$ cat src/rtl/muldiv_sequencer.sv
// Iterative multiply/divide unit for the Execute stage.
// One radix-2 step per cycle: shift-add for MUL, restoring shift-subtract for
// UDIV/SDIV. It stalls the front of the pipe while running and strobes DoneMD
// for one cycle when the result is ready.
// Ports:
//   clk, reset       clock, asynchronous active-low reset
//   StartE, OpE      start request and op select (00 MUL, 01 UDIV, 10 SDIV, 11 reserved)
//   SrcAE, SrcBE     multiplicand/dividend, multiplier/divisor
//   FlushE           cancels a pending or running operation
//   StallMD          combinational stall request for F/D/E
//   BusyMD           high while iterating
//   DoneMD           one-cycle result strobe
//   ResultMD         result; held between operations
module muldiv_sequencer #(
    parameter int unsigned WIDTH = 32
) (
    input  logic             clk,
    input  logic             reset,
    input  logic             StartE,
    input  logic [1:0]       OpE,
    input  logic [WIDTH-1:0] SrcAE,
    input  logic [WIDTH-1:0] SrcBE,
    input  logic             FlushE,
    output logic             StallMD,
    output logic             BusyMD,
    output logic             DoneMD,
    output logic [WIDTH-1:0] ResultMD
);

    localparam int unsigned CNT_W = $clog2(WIDTH + 1);
    localparam logic [1:0]  OP_MUL  = 2'b00;
    localparam logic [1:0]  OP_SDIV = 2'b10;
    localparam logic [1:0]  OP_RSVD = 2'b11;

    typedef enum logic [1:0] {
        IDLE = 2'b00,
        RUN  = 2'b01,
        DONE = 2'b10
    } state_e;

    state_e             state_q, state_d;
    logic [CNT_W-1:0]   cnt_q, cnt_d;
    logic [WIDTH-1:0]   a_q, a_d;       // multiplicand, or dividend shifting into quotient
    logic [WIDTH-1:0]   b_q, b_d;       // multiplier, or divisor magnitude
    logic [WIDTH-1:0]   acc_q, acc_d;   // product accumulator, or partial remainder
    logic [1:0]         op_q, op_d;
    logic               neg_q, neg_d;   // SDIV quotient must be negated
    logic [WIDTH-1:0]   result_q, result_d;

    logic [WIDTH-1:0]   mul_sum;
    logic [WIDTH:0]     rem_sh;
    logic               div_ge;
    logic [WIDTH-1:0]   rem_nx;
    logic [WIDTH-1:0]   quo_nx;
    logic [WIDTH-1:0]   quo_fix;

    // One iteration of each datapath, computed from the current registers
    always_comb begin
        mul_sum = acc_q + (b_q[0] ? a_q : '0);
        rem_sh  = {acc_q, a_q[WIDTH-1]};
        div_ge  = (rem_sh >= {1'b0, b_q});
        rem_nx  = div_ge ? WIDTH'(rem_sh - {1'b0, b_q}) : rem_sh[WIDTH-1:0];
        quo_nx  = {a_q[WIDTH-2:0], div_ge};
        quo_fix = neg_q ? -quo_nx : quo_nx;
    end

    // Next-state and datapath control
    always_comb begin
        state_d  = state_q;
        cnt_d    = cnt_q;
        a_d      = a_q;
        b_d      = b_q;
        acc_d    = acc_q;
        op_d     = op_q;
        neg_d    = neg_q;
        result_d = result_q;

        case (state_q)
            IDLE: begin
                if (StartE && !FlushE) begin
                    op_d  = OpE;
                    neg_d = 1'b0;
                    acc_d = '0;
                    a_d   = SrcAE;
                    b_d   = SrcBE;
                    if (OpE == OP_RSVD || (OpE != OP_MUL && SrcBE == '0)) begin
                        state_d  = DONE;
                        result_d = '0;
                    end else begin
                        state_d = RUN;
                        cnt_d   = CNT_W'(WIDTH);
                        if (OpE == OP_SDIV) begin
                            // Divide magnitudes; most-negative maps to 2^(WIDTH-1) unsigned
                            a_d   = SrcAE[WIDTH-1] ? -SrcAE : SrcAE;
                            b_d   = SrcBE[WIDTH-1] ? -SrcBE : SrcBE;
                            neg_d = SrcAE[WIDTH-1] ^ SrcBE[WIDTH-1];
                        end
                    end
                end
            end
            RUN: begin
                if (FlushE) begin
                    state_d = IDLE;
                    cnt_d   = '0;
                end else begin
                    cnt_d = cnt_q - CNT_W'(1);
                    if (op_q == OP_MUL) begin
                        acc_d = mul_sum;
                        a_d   = a_q << 1;
                        b_d   = b_q >> 1;
                    end else begin
                        acc_d = rem_nx;
                        a_d   = quo_nx;
                    end
                    // Last iteration: capture the finished result directly
                    if (cnt_q == CNT_W'(1)) begin
                        state_d  = DONE;
                        result_d = (op_q == OP_MUL) ? mul_sum : quo_fix;
                    end
                end
            end
            DONE: begin
                state_d = IDLE;
            end
            default: begin
                state_d = IDLE;
            end
        endcase
    end

    // State and datapath registers
    always_ff @(posedge clk or negedge reset) begin
        if (!reset) begin
            state_q  <= IDLE;
            cnt_q    <= '0;
            a_q      <= '0;
            b_q      <= '0;
            acc_q    <= '0;
            op_q     <= '0;
            neg_q    <= 1'b0;
            result_q <= '0;
        end else begin
            state_q  <= state_d;
            cnt_q    <= cnt_d;
            a_q      <= a_d;
            b_q      <= b_d;
            acc_q    <= acc_d;
            op_q     <= op_d;
            neg_q    <= neg_d;
            result_q <= result_d;
        end
    end

    assign StallMD  = ((state_q == IDLE) && StartE && !FlushE) || (state_q == RUN);
    assign BusyMD   = (state_q == RUN);
    assign DoneMD   = (state_q == DONE);
    assign ResultMD = result_q;

endmodule

$ cat config.mk
export PLATFORM = sky130hd
export DESIGN_NAME = muldiv_sequencer
export DESIGN_NICKNAME = d
export VERILOG_FILES = /design/src/rtl/muldiv_sequencer.sv
export SDC_FILE = /design/constraint.sdc
export NUM_CORES = 1
export LEC_CHECK = 0
export ABC_AREA = 1
export CORE_ASPECT_RATIO = 0.7
export CORE_MARGIN = 2
export CORE_UTILIZATION = 25
export CTS_CLUSTER_DIAMETER = 100
export DETAILED_ROUTE_END_ITERATION = 8
export SLEW_MARGIN = 10
export SYNTH_ARGS = -nofsm -noshare
export SYNTH_HDL_FRONTEND = slang
export SYNTH_SLANG_ARGS = --single-unit
$ cat constraint.sdc
create_clock -name clk -period 4.75 [get_ports clk]
set_input_delay 0.95 -clock clk [delete_from_list [all_inputs] [get_ports clk]]
set_output_delay 0.95 -clock clk [all_outputs]
set_load 0.005 [all_outputs]
==> impl_metrics.tcl <==
set metrics [dict create \
    status "complete, no violations" \
    syn2layout_area_growth_pct 17.2 \
    reg2reg_from "acc_q[22]" \
    fin_tns_setup_ns 0 \
    synth-compound-area-share 0.199 \
    rows 70 \
    synthSimpleGateAreaFrac 0.331 \
    syn_area_mm2 0.0132 \
    vias_per_cell 4.92 \
    synth.most_common_cell "nand2_1" \
    hold_violations 0 \
    dpl.hpwl_um 39400 \
    worstSkewPairLatency_ns 0.46 \
    num_vias 14100 \
    holdPathEnd "ResultMD[16]" \
    path_common_cell "nand2_1" \
    n_antenna_cell 0 \
    power_mw 10.7 \
    synth_area_per_cell_um2 6.30 \
    grt_overflow_total 0 \
    synth-seq-area-share 0.263 \
    synthTopCellsByArea "dfrtp_1, nand2_1, inv_1" \
    synth-xor-area-share 0.0398 \
    worst_pin_slew_ns 1.11 \
    synth_mux_area_frac 0 \
    min_path_type "flip-flop to flip-flop" \
    cts_tree "done" \
    die_h_um 196 \
    startpoint "acc_q[22]" \
    synthArstFlopShare 1.00 \
    wl_um 48700 \
    cts_resized 0 \
    grt_first_pass_wirelength_um 75900 \
    crit_fanout 10 \
    synthCells 2097 \
    first_global_vias 13100 \
    drc 0 \
    setup_viol 0 \
    power.density_mw_per_mm2 693 \
    cts_setup_buffers 0 \
    yosys.area.top_type_share 0.263 \
    synth-seq-cells 139 \
    place.gp.congestion 0.995 \
    drtIter0Drc 1454 \
    path_clk_slew_ns 0.06 \
    final_layout_size_suffix_gt1_frac 0.0426 \
    cts_buffer_depth 2 \
    crit_arrival_ns 4.52 \
    pin_count 105 \
    port_buffers 104 \
    drtPass1Iterations 6 \
    wl_per_cell_um 17.0 \
    antenna_found_initial 0 \
    crit_type "flip-flop to flip-flop" \
    cts_buffers 17 \
    yosys_warnings 0 \
    critPathRequiredTime_ns 5.14 \
    r2r_setup_slack_ns 0.61 \
    drv_cap 0 \
    synth_edf_count 0 \
    finalMaxSlewViolations 0 \
    min_period_over_period 0.871 \
    design.core.area_mm2 0.0522 \
    holdPathStages 2 \
    start_kind "flip-flop" \
    regArea_mm2 0.00348 \
    synth_flop_cell "dfrtp_1" \
    grt_setup_unrepaired "false" \
    slew_headroom 0.251 \
    ctsHoldBuffers 0 \
    path_cells "ha_1 -> nand2_1 -> inv_1 -> a21oi_1 -> nand2_1 -> nand2_1 -> nand2_1 -> a21oi_2 -> nand2_4 -> inv_4 -> ha_1 -> inv_1 -> nor3_2 -> nand3_1 -> nor2_1 -> nand4_1 -> nand2_1 -> nand2_1 -> nor2_1 -> o21ai_0 -> or2_0 -> nand3_1 -> nand3_1 -> nand2_1" \
    ant_nets 0 \
    cp_slowest_stage_delay_ns 0.45 \
    synth_fp_nets 2238 \
    rr_worst_depth 24 \
    synthDistinctLibCells 58 \
    final_nets 2315 \
    max_freq_mhz 242 \
    synth_commonest_cells "nand2_1, inv_1, nor2_1, o21ai_0, a21oi_1" \
    worst_setup_path_end_kind "flip-flop" \
    ir_drop_v 0.000422 \
    synth_area_leader_cell "dfrtp_1" \
    multi_input_area_mm2 0.00845 \
    cts.sinks 139 \
    die_area_mm2 0.0547 \
    synth_top_family_by_area "simple AND/OR/NAND/NOR gates" \
    rr_endpoint "ResultMD[30]" \
    fillers 5861 \
    period_needed_ns 4.14 \
    slowest_stage "dfrtp_1" \
    grtUsageTotal 0.177 \
    hp-start "ResultMD[16]" \
    cts_root_buffer "clkbuf_16" \
    grt_max_degree 72 \
    initial_core_util 0.253 \
    fin_skew_ns 0.0107 \
    cts-htree-levels 4 \
    synth-adder-area-share 0.0684 \
    leakage_nw 7.57 \
    die_w_um 279 \
]
==> critical path: cells and delay by family (launching register included) <==
family | cells | cell delay [ns]
simple gates | 16 | 2.31
compound gates | 3 | 0.54
fa+ha+maj | 2 | 0.52
flops | 1 | 0.45
buf+inv | 3 | 0.21
==> cells by family (layout without fill, tap and decap cells) <==
logic type | after synthesis | in the layout
buffers and inverters | 321 | 408
AOI/OAI and AO/OA | 466 | 466
xor gates and xnor gates | 60 | 60
DFF | 139 | 139
and+or+nand+nor | 1040 | 1040
adders and majority gates | 71 | 71
==> registers in the layout, summed over array words and instances, names as in the netlist <==
signal    count
a_q          32
b_q          32
state_q       2
ResultMD     32
neg_q         1
cnt_q         6
acc_q        32
op_q          2
==> cells in the final DEF, fill, tap and decap left out, types with 13 or more instances in the layout <==
cell type	n
o211ai_1	27
a21oi_1	158
nand2_1	574
o21ai_1	25
ha_1	69
inv_1	249
nor2_1	239
dfrtp_1	139
xor2_1	46
nand3_1	125
nand4_1	21
clkbuf_16	17
o21ai_0	181
clkdlybuf4s50_1	103
o221ai_1	13
nor3_1	29
buf_4	17
xnor2_1	14
==> area by class of cell <==
class                           count  area share
Timing Repair Buffer              121      0.0755
Tap cell                          684      0.0552
Clock buffer                       22      0.0306
Inverter                          258      0.0627
Clock inverter                      7     0.00598
Sequential cell                   139       0.225
Multi-Input combinational cell   1637       0.546
==> stage by stage <==
| step | setup slack, ns | utilization | hold slack (ns) | std cells | instance area [um^2] |
|---|---|---|---|---|---|
| finish | 0.614 | 0.297 | 0.484 | 2868 | 15500 |
| global route | 0.115 | 0.297 | 0.514 | 2868 | 15500 |
| detailed placement | 0.794 | 0.286 | 0.470 | 2839 | 14900 |
| global placement | 0.814 | 0.286 | 0.466 | 2839 | 14900 |
| floorplan | 1.29 | - | 0.463 | 2097 | 13200 |
| CTS | 0.757 | 0.297 | 0.485 | 2868 | 15500 |
==> power breakdown <==
| part | leakage (nW) | internal (mW) | switching [mW] | total, mW |
|---|---|---|---|---|
| Combinational | 5.52 | 2.26 | 4.89 | 7.15 |
| Clock | 0.270 | 0.802 | 0.533 | 1.34 |
| Sequential | 1.78 | 1.71 | 0.544 | 2.25 |
==> metal layers <==
| metal | track usage | vias up | share of wire |
|---|---|---|---|
| li1 | - | 7076 | - |
| met1 | 0.266 | 6513 | 0.50 |
| met2 | 0.255 | 494 | 0.41 |
| met3 | 0.0411 | 36 | 0.083 |
| met4 | 0.0325 | 0 | 0.011 |
| met5 | 0 | - | 0 |
==> worst max-delay path by stage <==
| stage | endpoint | slack, ns | depth (start not counted) |
|---|---|---|---|
| global placement | ResultMD[30] | 0.81 | 24 |
| detailed placement | ResultMD[30] | 0.79 | 24 |
| CTS | ResultMD[30] | 0.76 | 24 |
| floorplan | ResultMD[30] | 1.29 | 26 |
| finish | ResultMD[30] | 0.61 | 24 |
| global route | ResultMD[30] | 0.11 | 24 |
No activity file was read; power rests on OpenSTA's default activity.
